==> src/rtl/led_anim_pkg.sv <==
// led_anim_pkg: shared types and constants for the LED animation engine.
// Mode encodings match the board-level mode selector.
package led_anim_pkg;

  typedef logic [1:0] mode_t;

  localparam mode_t MODE_CHASE   = 2'd0;
  localparam mode_t MODE_FILL    = 2'd1;
  localparam mode_t MODE_BOUNCE  = 2'd2;
  localparam mode_t MODE_BREATHE = 2'd3;

endpackage

==> src/rtl/led_animator_if.sv <==
// led_animator_if: mode/period controls in, LED drive and frame pulse out.
// master drives the controls, slave is the animator.
interface led_animator_if #(
  parameter int N_LEDS = 8,
  parameter int STEP_W = 16
) ();
  import led_anim_pkg::*;

  mode_t              mode;
  logic [STEP_W-1:0]  step_period;
  logic [N_LEDS-1:0]  led_out;
  logic               frame_done;

  modport master (
    output mode,
    output step_period,
    input  led_out,
    input  frame_done
  );

  modport slave (
    input  mode,
    input  step_period,
    output led_out,
    output frame_done
  );

endinterface

==> src/rtl/led_step_timer.sv <==
// led_step_timer: programmable step tick, period 0 behaves as 1.
// Count compares with >= so a lowered period fires on the next cycle.
module led_step_timer #(
  parameter int STEP_W = 16
) (
  input  logic              clk,
  input  logic              rst,
  input  logic              clear,
  input  logic [STEP_W-1:0] period,
  output logic              tick
);

  logic [STEP_W-1:0] cnt;
  logic [STEP_W-1:0] last;

  // last count value of a step, with period 0 clamped to 1
  always_comb begin
    last = '0;
    if (period != '0)
      last = period - STEP_W'(1);
  end

  assign tick = !clear && (cnt >= last);

  // step counter, cleared by restart/mode change and on each tick
  always_ff @(posedge clk or posedge rst) begin
    if (rst)
      cnt <= '0;
    else if (clear || tick)
      cnt <= '0;
    else
      cnt <= cnt + STEP_W'(1);
  end

endmodule

==> src/rtl/led_animator.sv <==
// led_animator: chase, fill/drain, bounce and PWM breathe LED engine.
// Mode change blanks for one cycle, then restart loads the first pattern.
module led_animator
  import led_anim_pkg::*;
#(
  parameter int N_LEDS = 8,
  parameter int STEP_W = 16,
  parameter int PWM_W  = 4
) (
  input  logic          clk,
  input  logic          rst,
  led_animator_if.slave bus
);

  localparam int IDX_W = (N_LEDS > 2) ? $clog2(N_LEDS) : 1;

  localparam logic [PWM_W-1:0]  D_MAX   = {PWM_W{1'b1}};
  localparam logic [IDX_W-1:0]  IDX_TOP = IDX_W'(N_LEDS - 1);
  localparam logic [N_LEDS-1:0] LSB     = N_LEDS'(1);
  localparam logic [N_LEDS-1:0] MSB     = LSB << (N_LEDS - 1);
  localparam logic [N_LEDS-1:0] ALL     = '1;

  mode_t             mode_r,    mode_nx;
  logic              restart,   restart_nx;
  logic [N_LEDS-1:0] led_r,     led_nx;
  logic              fd_r,      fd_nx;
  logic              dir_up,    dir_nx;
  logic              b_left,    b_left_nx;
  logic [PWM_W-1:0]  duty,      duty_nx;
  logic [IDX_W-1:0]  idx,       idx_nx;
  logic [PWM_W-1:0]  pwm_cnt;

  logic mode_chg;
  logic tick;
  logic pwm;

  assign mode_chg = (bus.mode != mode_r);
  assign pwm      = (pwm_cnt < duty);

  led_step_timer #(
    .STEP_W (STEP_W)
  ) u_timer (
    .clk    (clk),
    .rst    (rst),
    .clear  (mode_chg || restart),
    .period (bus.step_period),
    .tick   (tick)
  );

  // next-state for mode tracking, pattern and breathe state
  always_comb begin
    mode_nx    = mode_r;
    restart_nx = restart;
    led_nx     = led_r;
    fd_nx      = 1'b0;
    dir_nx     = dir_up;
    b_left_nx  = b_left;
    duty_nx    = duty;
    idx_nx     = idx;

    if (mode_chg) begin
      mode_nx    = bus.mode;
      led_nx     = '0;
      restart_nx = 1'b1;
    end else if (restart) begin
      restart_nx = 1'b0;
      dir_nx     = 1'b1;
      b_left_nx  = 1'b0;
      duty_nx    = '0;
      idx_nx     = IDX_TOP;
      led_nx     = (mode_r == MODE_BREATHE) ? '0 : MSB;
    end else begin
      unique case (mode_r)
        MODE_CHASE: begin
          if (tick) begin
            if (led_r == LSB) begin
              led_nx = MSB;
              fd_nx  = 1'b1;
            end else begin
              led_nx = led_r >> 1;
            end
          end
        end

        MODE_FILL: begin
          // dir_up doubles as the fill phase flag
          if (tick) begin
            if (led_r == '0) begin
              led_nx = MSB;
              dir_nx = 1'b1;
              fd_nx  = 1'b1;
            end else if (dir_up && led_r != ALL) begin
              led_nx = {1'b1, led_r[N_LEDS-1:1]};
            end else begin
              led_nx = led_r >> 1;
              dir_nx = 1'b0;
            end
          end
        end

        MODE_BOUNCE: begin
          if (tick) begin
            if (!b_left) begin
              led_nx = led_r >> 1;
              if (led_r[1])
                b_left_nx = 1'b1;
            end else begin
              led_nx = led_r << 1;
              if (led_r[N_LEDS-2]) begin
                b_left_nx = 1'b0;
                fd_nx     = 1'b1;
              end
            end
          end
        end

        MODE_BREATHE: begin
          led_nx = pwm ? (LSB << idx) : '0;
          if (tick) begin
            if (dir_up) begin
              if (duty == D_MAX) begin
                duty_nx = D_MAX - PWM_W'(1);
                dir_nx  = 1'b0;
              end else begin
                duty_nx = duty + PWM_W'(1);
              end
            end else if (duty != '0) begin
              duty_nx = duty - PWM_W'(1);
            end else begin
              dir_nx = 1'b1;
              if (idx == '0) begin
                idx_nx = IDX_TOP;
                fd_nx  = 1'b1;
              end else begin
                idx_nx = idx - IDX_W'(1);
              end
            end
          end
        end
      endcase
    end
  end

  // animation state registers
  always_ff @(posedge clk or posedge rst) begin
    if (rst) begin
      mode_r  <= MODE_CHASE;
      restart <= 1'b1;
      led_r   <= '0;
      fd_r    <= 1'b0;
      dir_up  <= 1'b1;
      b_left  <= 1'b0;
      duty    <= '0;
      idx     <= IDX_TOP;
    end else begin
      mode_r  <= mode_nx;
      restart <= restart_nx;
      led_r   <= led_nx;
      fd_r    <= fd_nx;
      dir_up  <= dir_nx;
      b_left  <= b_left_nx;
      duty    <= duty_nx;
      idx     <= idx_nx;
    end
  end

  // free-running PWM counter, wraps at D_MAX
  always_ff @(posedge clk or posedge rst) begin
    if (rst)
      pwm_cnt <= '0;
    else
      pwm_cnt <= pwm_cnt + PWM_W'(1);
  end

  assign bus.led_out    = led_r;
  assign bus.frame_done = fd_r;

endmodule

==> src/flat_wrapper.sv <==
// flat-port wrapper written by rule: the top's interface ports become plain ports
module led_animator_flat import led_anim_pkg::*;
#(
  parameter int N_LEDS = 8,
  parameter int STEP_W = 16,
  parameter int PWM_W  = 4
)
  (clk, rst, bus_mode, bus_step_period, bus_led_out, bus_frame_done);
  led_animator_if #(.N_LEDS(N_LEDS), .STEP_W(STEP_W)) bus_i ();
  input  logic clk;
  input  logic rst;
  input wire logic [$bits(bus_i.mode)-1:0] bus_mode;
  input wire logic [$bits(bus_i.step_period)-1:0] bus_step_period;
  output wire logic [$bits(bus_i.led_out)-1:0] bus_led_out;
  output wire logic [$bits(bus_i.frame_done)-1:0] bus_frame_done;
  assign bus_i.mode = bus_mode;
  assign bus_i.step_period = bus_step_period;
  assign bus_led_out = bus_i.led_out;
  assign bus_frame_done = bus_i.frame_done;
  led_animator #(.N_LEDS(N_LEDS), .STEP_W(STEP_W), .PWM_W(PWM_W)) u_core (.clk(clk), .rst(rst), .bus(bus_i));
endmodule
==> config.mk <==
export PLATFORM = sky130hd
export DESIGN_NAME = led_animator_flat
export DESIGN_NICKNAME = d
export VERILOG_FILES = /design/src/rtl/led_anim_pkg.sv /design/src/rtl/led_animator_if.sv /design/src/rtl/led_step_timer.sv /design/src/rtl/led_animator.sv /design/src/flat_wrapper.sv
export SDC_FILE = /design/constraint.sdc
export NUM_CORES = 1
export LEC_CHECK = 0
export BUFFER_PORTS_ARGS = -buffer_cell sky130_fd_sc_hd__buf_2
export CAP_MARGIN = 20
export CORE_ASPECT_RATIO = 0.8
export CORE_MARGIN = 4
export CORE_UTILIZATION = 60
export DETAILED_ROUTE_END_ITERATION = 7
export PLACE_DENSITY = 0.8
export SYNTH_ARGS = -nofsm -noshare
export SYNTH_HDL_FRONTEND = slang
export SYNTH_SLANG_ARGS = --single-unit
==> constraint.sdc <==
create_clock -name clk -period 6.2 [get_ports clk]
set_input_delay 0.31 -clock clk [delete_from_list [all_inputs] [get_ports clk]]
set_output_delay 0.31 -clock clk [all_outputs]
set_load 0.02 [all_outputs]
======== Word level (Yosys, flattened, before mapping) ========
Index checks and enable logic that the tools add are counted.
cells by class
  reductions and logical operators ........ 20
  mux-type cells .......................... 56
  $add $sub $neg .......................... 6
  shift operators ......................... 1
  order comparisons ....................... 2
  equality and inequality tests ........... 15
  bitwise operators ....................... 1
operator list
  operator               number
  $mux 8                 11
  $mux 16                2
  $pmux 8 s4             1
  $mux 1                 28
  $mux 4                 6
  $mux 3                 6
  $add 16x1->16 const B  1
  $ge 16x16->1           1
  $ne 4x2->1 const B     4
  $reduce_bool 16->1     1
  $sub 16x1->16 const B  1
  $reduce_and 5->1       2
  $add 4x1->4 const B    2
  $eq 8x1->1 const B     1
  $logic_not 8->1        1
  $ne 8x8->1 const B     1
  $shl 1x3->8 const A    1
  $ne 3x2->1 const B     2
  $reduce_and 3->1       2
  $reduce_bool 2->1      3
  $reduce_bool 3->1      2
  $eq 2x2->1 const B     2
  $eq 4x4->1 const B     1
  $lt 4x4->1             1
  other kinds (15)       18
word-level totals
  logic and storage cells ................. 111
  register bits ........................... 41

======== Longest topological paths before layout ========
Gate-level depths: netlist of run 1.
  depth in word-level cells ............... 8
  depth in mapped cells ................... 14
  depth with buffers taken out ............ 13

======== Hierarchy ========
A second synthesis of run 1 with hierarchy kept.
unflattened totals
  cell total of the unflattened synthesis .. 363
  area, all modules ....................... 3350.7 µm²
modules (own cells, without submodules)
  module          cells each  instances  seq. area each (µm²)  area an instance (µm²)
  led_animator    185         1          631.9                 1790.5
  led_step_timer  178         1          400.4                 1560.2

======== Worst setup path before layout of run 1 ========
OpenSTA, ideal clock, no wires.
  path type ............................... input to register
  from .................................... in bus_step_period[9]
  to ...................................... reg u_core.led_r[0] (netlist: u_core.bus.led_out[0])
  required time ........................... 6075 ps
  cell stages on the path ................. 13
  setup time .............................. 125 ps
  path buffers ............................ 1
  slack ................................... 1906 ps
  data arrival time ....................... 4169 ps
  cells stage by stage .................... or4_4 > or3_4 > or4_1 > or3_4 > and2_2 > ha_1 > nand2b_1 > a2111o_1 > a311oi_1 > and2_1 > buf_2 > nand3_1 > mux2_2
on the way
  longest elaborated chain between the ends .. 6
  elaborated cells on any way between the ends .. 9
  classes of those cells .................. 1 x add/sub; 1 x order compare; 3 x eq/ne; 1 x mux; 3 x reduce/logical
ends and longest elaborated chain
  element                                              line                                        text
  from (decl)                                          flat_wrapper.sv:13                          input wire logic [$bits(bus_i.step_period)-1:0] bus_step_period;
  $sub 16x1->16 or $reduce_bool 16->1 (tied branches)  led_step_timer.sv:20, led_step_timer.sv:19
  $mux 16 *                                            led_step_timer.sv:19                        if (period != '0)
  $ge 16x16->1 *                                       led_step_timer.sv:23                        assign tick = !clear && (cnt >= last);
  $logic_and 1x1->1 *                                  led_step_timer.sv:23
  $ne 4x2->1 (no line)                                 --
  $reduce_and 3->1 (no line) *                         --
  to (signal assigned)                                 led_animator.sv:158                         led_r <= led_nx;
  to (decl)                                            led_animator.sv:25                          logic [N_LEDS-1:0] led_r, led_nx;
Mark *: on every way between the ends. The rest lies on a longest branch, timed or not.
A chain may end at the register's enable or synchronous reset.

======== Worst setup path in the final report of run 1 ========
  from .................................... in bus_step_period[9]
  to ...................................... reg u_core.led_r[7] (netlist: u_core.bus.led_out[7])
Same word-level chain as after synthesis.

==> results of run 1 <==
## layout make-up
type,count,area (µm²),share of cell area [%]
well taps,62,77.6,2.26
clock inverters,3,65.1,1.89
repair buffers,29,148,4.30
multi-input cells,292,1970,57.2
flip-flops and latches,41,1030,30.0
inverters,21,78.8,2.29
clock buffers,5,68.8,2.00
## through the flow
step / utilization (%) / std cells
floorplan: - / 367
global placement: 65.6 / 445
detailed placement: 65.6 / 445
CTS: 68.2 / 453
global route: 68.2 / 453
finish: 68.2 / 453
## per-layer routing
layer  routed length, µm  vias up  global-route usage, %  part of all wire, %
met5                   0        -                      0                    0
met4                  64        0                   6.88                 0.88
met3                 486        9                   4.85                  6.7
met2                3250      108                   34.9                   45
met1                3460     1278                   36.4                   48
li1                    -     1363                      -                    -
## cells in the final DEF (no fill, tap or decap), types with 4 or more instances in the layout
| master | count |
|---|---|
| a211oi_1 | 5 |
| a21oi_1 | 22 |
| a22o_1 | 5 |
| and3_1 | 6 |
| buf_2 | 28 |
| clkbuf_8 | 5 |
| dfrtp_1 | 36 |
| dfstp_2 | 5 |
| ha_1 | 31 |
| inv_1 | 20 |
| mux2_2 | 6 |
| nand2_1 | 37 |
| nand2b_1 | 7 |
| nand3_1 | 19 |
| nand4_1 | 5 |
| nor2_1 | 42 |
| nor3_1 | 13 |
| nor4_1 | 5 |
| o21ai_0 | 11 |
| o22ai_1 | 4 |
| xnor2_1 | 10 |
| xor2_1 | 20 |
## cells in the mapped netlist, types with 6 or more instances
cell       n  area, µm²
a21oi_1   22        110
and3_1     6       37.5
clkbuf_1  11       41.3
dfrtp_1   36        901
ha_1      31        388
inv_1     20       75.1
mux2_2     6       67.6
nand2_1   37        139
nand2b_1   7       43.8
nand3_1   19       95.1
nor2_1    42        158
nor3_1    13       65.1
o21ai_0   11       55.1
xnor2_1   10       87.6
xor2_1    20        175
## worst max path at each step
stage                                   from                                 to  depth (start not counted)
after floorplan           bus_step_period[9]  u_core.bus.led_out[0]$_DFFE_PP0P_                         13
after global placement    bus_step_period[9]  u_core.bus.led_out[7]$_DFFE_PP0P_                         12
after detailed placement  bus_step_period[9]  u_core.bus.led_out[7]$_DFFE_PP0P_                         12
after CTS                 bus_step_period[9]  u_core.bus.led_out[7]$_DFFE_PP0P_                         12
after global routing      bus_step_period[9]  u_core.bus.led_out[7]$_DFFE_PP0P_                         12
final                     bus_step_period[9]  u_core.bus.led_out[7]$_DFFE_PP0P_                         12
## power by group
group          internal [mW]  leakage (nW)  switching [mW]
sequential             0.276         0.546          0.0150
clock                  0.160        0.0681          0.0961
combinational         0.0365         0.970          0.0572
## flip-flops by register name (all words and copies together), names as in the netlist
register               count
u_core.mode_r              2
u_core.restart             1
u_core.dir_up              1
u_core.bus.frame_done      1
u_core.idx                 3
u_core.bus.led_out         8
u_core.u_timer.cnt        16
u_core.duty                4
u_core.pwm_cnt             4
u_core.b_left              1
## cells by family after synthesis
kind of cell,share of synthesized area [%]
DFF,32.9
muxes,2.79
AOI/OAI and AO/OA,16.0
and+or+nand+nor,23.1
buffers and inverters,4.35
adders and majority gates,12.4
xor gates and xnor gates,8.38
## worst max-delay path, cell delays in order
cell      delay, ns
buf_2          0.11
or4_4          0.54
or3_4          0.35
or4_1          0.43
or3_4          0.42
and2_2         0.23
ha_1           0.27
nand2b_1       0.14
a2111o_1       0.40
a311oi_1       0.54
nand3_1        0.62
o311a_1        0.50
==> flow_summary.json, run 1 <==
{
  "run_status": "completed",
  "slew_headroom_pct": 56.1,
  "p_leak_nw": 1.58,
  "io_buffers": 28,
  "syn_to_final_growth_pct": 9.62,
  "drive_gt1_share_pct": 14.3,
  "synthDistinctLibCells": 56,
  "wirelength_um": 7260,
  "stdcell_area_um2": 3440,
  "powerDensity_nw_per_um2": 186,
  "synth_cells": 367,
  "end_kind": "flop",
  "r2r_slack_ns": 3.09,
  "worstSetupPathType": "in2reg",
  "boundaryPins": 29,
  "seq_area_frac_synth_pct": 32.9,
  "r2r_start": "u_core.u_timer.cnt[0]$_DFF_PP0_",
  "synth_fp_nets": 418,
  "reg2reg_depth": 7,
  "drtIter0Drc": 250,
  "grt_max_degree": 42,
  "crit_arrival_ns": 4.86,
  "grt-ovfl-total": 0,
  "drc": 0,
  "initial_core_util_pct": 62.3,
  "place_congestion": 0.858,
  "grt_pass1_wl_um": 12300,
  "setup_viol": 0,
  "track_usage_pct": 24.1,
  "cts.htree.levels": 2,
  "clock_sinks": 41,
  "hp-class": "in2async",
  "async_reset_ff_share_pct": 100,
  "drt-wirelength-per-cell_um": 16.0,
  "clk_path_buf_depth": 2,
  "skew_ns": 0.00338,
  "diodes": 0,
  "cts_root_buffer": "clkbuf_8",
  "hold_slack_ns": 0.123,
  "die_h_um": 72.7,
  "die_area_um2": 6450,
  "cp.required_ns": 6.39,
  "detail_route.first_pass.iterations": 6,
  "row_count": 23,
  "cp_max_fo": 17,
  "clk_pin_slew_ns": 0.08,
  "finalNetCount": 441,
  "coreArea_um2": 5040,
  "num_vias": 2758,
  "finalHoldViolCount": 0,
  "design_power_total_mw": 0.640,
  "ys_ff_latch": 41,
  "synth_area_per_cell_um2": 8.54,
  "hpwlAfterDp_um": 5470,
  "post_cts_resized": 0,
  "cts_inserted_buffers": 5,
  "grt_pass1_vias": 2569,
  "synth-main-ff-cell": "dfrtp_1",
  "fillers": 403,
  "viasPerCell": 6.09,
  "cts_setup_buffers": 0,
  "tns_ns": 0,
  "period_minus_slack_ns": 4.68,
  "drv_cap": 0,
  "die_w_um": 88.8,
  "period_share_pct": 75.4,
  "antenna_found_initial": 0,
  "ant_nets": 0,
  "timing.rr.end": "u_core.bus.led_out[7]$_DFFE_PP0P_",
  "tritoncts": "done",
  "netlist_area_um2": 3140,
  "timing.final.ws_setup_ns": 1.52,
  "synth_edf_count": 0,
  "slew_violations": 0,
  "ir_drop_v": 0.000143,
  "place_area_um2": 3300,
  "dp_slack_ns": 1.21,
  "max_freq_ghz": 0.214,
  "tightest_slew_ns": 0.656,
  "rsz0062_at_grt": "no",
  "insertion_delay_ns": 0.30,
  "ys_warn_count": 0,
  "hold_buffers": 0,
  "startpoint_type": "input pin"
}
(Power assumes the default switching activity.)
==> inputs of run 2 (changes only) <==
Settings changed: ABC_AREA set to 1, CORE_UTILIZATION 60 to 55, PLACE_DENSITY 0.8 to 0.77.
Clock period 6.2 ns to 4.05 ns, I/O delays scaled along.
==> run 2 against run 1 <==
  * Power increased by 66%
  * Sequential cell count stayed put
  * Routed wire length rose by 2.1%
  * Critical endpoint is now u_core.duty[1]$_DFFE_PP0P_
==> flow_summary.json, run 2 <==
{
  "use_met3_pct": 4.50,
  "cp.required_ns": 4.23,
  "end_kind": "flop",
  "cts.htree.levels": 2,
  "seq_area_frac_synth_pct": 30.4,
  "finalHoldViolCount": 0,
  "cts_setup_buffers": 0,
  "cts_root_buffer": "clkbuf_8",
  "largest_reg_flops": 16,
  "grt-busiest-layer": "met1",
  "hpwlAfterDp_um": 5860,
  "ys_ff_latch": 41,
  "synth-main-ff-cell": "dfrtp_1",
  "grt_pass1_vias": 2804,
  "r2r_start": "u_core.u_timer.cnt[3]$_DFF_PP0_",
  "drt-wirelength-per-cell_um": 12.6,
  "reg2reg_depth": 14,
  "post_cts_resized": 0,
  "async_reset_ff_share_pct": 100,
  "crit_arrival_ns": 3.19,
  "setup_viol": 0,
  "period_share_pct": 74.5,
  "ys_warn_count": 0,
  "wirelength_um": 7410,
  "slowest_delay_ns": 0.50,
  "grt_max_degree": 42,
  "grt_pass1_wl_um": 13000,
  "ant_nets": 0,
  "drv_cap": 0,
  "drc": 0,
  "synth_most_common_cell": "nand2_1",
  "crit_start": "bus_step_period[10]",
  "ir_drop_v": 0.000253,
  "startpoint_type": "input pin",
  "slew_headroom_pct": 60.1,
  "synth_edf_count": 0,
  "clock_sinks": 41,
  "row_count": 25,
  "synth_area_leaders": "dfrtp_1 (27%), ha_1 (11%), nand2_1 (11%), nand3_1 (7.8%), inv_1 (7.1%)",
  "use_met2_pct": 31.4,
  "synth_fp_nets": 529,
  "p_sw_share_pct": 31.2,
  "hold_buffers": 0,
  "netlist_area_um2": 3390,
  "detail_route.first_pass.iterations": 5,
  "hp-class": "in2async",
  "cp_max_fo": 16,
  "diodes": 0,
  "antenna_found_initial": 0,
  "io_buffers": 28,
  "timing.rr.end": "u_core.duty[1]$_DFFE_PP0P_",
  "crit_top_cell": "nand2_1",
  "met1_usage_pct": 33.0,
  "coreArea_um2": 5940,
  "skew_ns": 0.0108,
  "max_freq_ghz": 0.332,
  "final_cell_mix": "nand2_1 (100), inv_1 (64), nand3_1 (53)",
  "synth_common_cells": "nand2_1 (100), inv_1 (64), nand3_1 (53)",
  "clkPwrFrac_pct": 32.6,
  "drive_gt1_share_pct": 13.1,
  "insertion_delay_ns": 0.29,
  "track_usage_pct": 21.6,
  "run_status": "completed",
  "synthDistinctLibCells": 38,
  "drtIter0Drc": 238,
  "initial_core_util_pct": 57.1,
  "tritoncts": "done",
  "num_vias": 3136,
  "tightest_slew_ns": 0.596,
  "die_w_um": 95.8,
  "design_power_total_mw": 1.06,
  "yosys.area.top_type": "dfrtp_1",
  "synth_cells": 478,
  "r2r_slack_ns": 1.92,
  "die_area_um2": 7500,
  "synth_top_area_share_pct": 26.5,
  "syn_to_final_growth_pct": 9.51,
  "worstSetupPathType": "in2reg",
  "switchingPower_mw": 0.331,
  "power_frac_seq_pct": 44.6,
  "tns_ns": 0,
  "slowest_stage": "nand4_1",
  "p_comb_share_pct": 22.8,
  "p_leak_nw": 1.84,
  "path_buf_inv": 3,
  "largest_register": "u_core.u_timer.cnt",
  "cts_inserted_buffers": 5,
  "layout_commonest_cell": "nand2_1",
  "viasPerCell": 5.35,
  "place_congestion": 0.905,
  "cp_cell_sequence": "buf_2 -> nor2_1 -> inv_1 -> nor2_1 -> inv_1 -> nor2_1 -> nand4_1 -> and2_1 -> ha_1 -> nand2_1 -> nor2_1 -> nor2_1 -> nand2_1 -> nand2_1 -> nand2_1 -> nand2_1 -> nand2_1 -> nand3_1 -> nand2_2 -> nand2_1 -> nand2_1 -> nand2_1",
  "powerDensity_nw_per_um2": 285,
  "clk_path_buf_depth": 2,
  "finalNetCount": 555,
  "slew_violations": 0,
  "critPathTopFamily": "simple AND/OR/NAND/NOR gates",
  "die_h_um": 78.3,
  "clk_pin_slew_ns": 0.08,
  "rsz0062_at_grt": "no",
  "boundaryPins": 29,
  "p_int_mw": 0.729,
  "grt-ovfl-total": 0,
  "synth_area_per_cell_um2": 7.10,
  "period_minus_slack_ns": 3.02
}
-- run 2: changes by cell type after synthesis, moves of 10 or more --
cell and change:
o21ai_0 +13, xor2_1 -10, nor2_1 +10, inv_1 +44
nand3_1 +34, nand2_1 +63
-- run 2: how the worst max path moves through the flow --
stage          cells after the start                         end
2_1_floorplan                     18  u_core.duty[2]$_DFFE_PP0P_
3_3_place_gp                      22  u_core.duty[2]$_DFFE_PP0P_
3_5_place_dp                      22  u_core.duty[2]$_DFFE_PP0P_
4_1_cts                           22  u_core.duty[0]$_DFFE_PP0P_
5_1_grt                           22  u_core.duty[1]$_DFFE_PP0P_
6_report                          22  u_core.duty[1]$_DFFE_PP0P_
-- run 2: final cells by class --
class	count	area [µm²]
Timing Repair Buffer	29	148
Fill cell	551	2230
Sequential cell	41	1030
Clock buffer	6	82.6
Tap cell	81	101
Inverter	68	260
Multi-Input combinational cell	359	2060
Clock inverter	2	37.5
-- run 2: power groups by stage --
stage                     Clock, mW  Combinational [mW]  Sequential, mW
after floorplan                   0               0.190           0.468
after global placement            0               0.232           0.478
after detailed placement          0               0.239           0.480
after CTS                     0.346               0.242           0.472
after global routing          0.372               0.281           0.477
final                         0.345               0.241           0.473
-- run 2: worst min-delay path: stages --
cell and delay (ns):
buf_2 0.09, inv_1 0.04, buf_4 0.43
-- run 2: kinds of logic after synthesis --
group	count (synthesis)	synth area share [%]
simple gates	247	33.5
flops	41	30.4
fa+ha+maj	31	11.4
compound gates	65	11.5
xor+xnor	16	4.13
buf+inv	78	9.03
-- run 2: per-layer routing --
metal  routed length, µm  vias up
met2                3160       86
met3                 432        6
li1                    -     1624
met5                   0        -
met1                3770     1420
met4                  48        0
-- run 2: stage by stage --
| step | instances | instance area, µm² | setup slack (ns) | hold WS (ns) | util (%) |
|---|---|---|---|---|---|
| floorplan | 478 | 3390 | 1.53 | 0.300 | - |
| global placement | 578 | 3600 | 0.767 | 0.332 | 60.5 |
| detailed placement | 578 | 3600 | 0.725 | 0.333 | 60.5 |
| CTS | 586 | 3720 | 1.02 | 0.0297 | 62.5 |
| global route | 586 | 3720 | 0.653 | 0.0253 | 62.5 |
| finish | 586 | 3720 | 1.03 | 0.0184 | 62.5 |
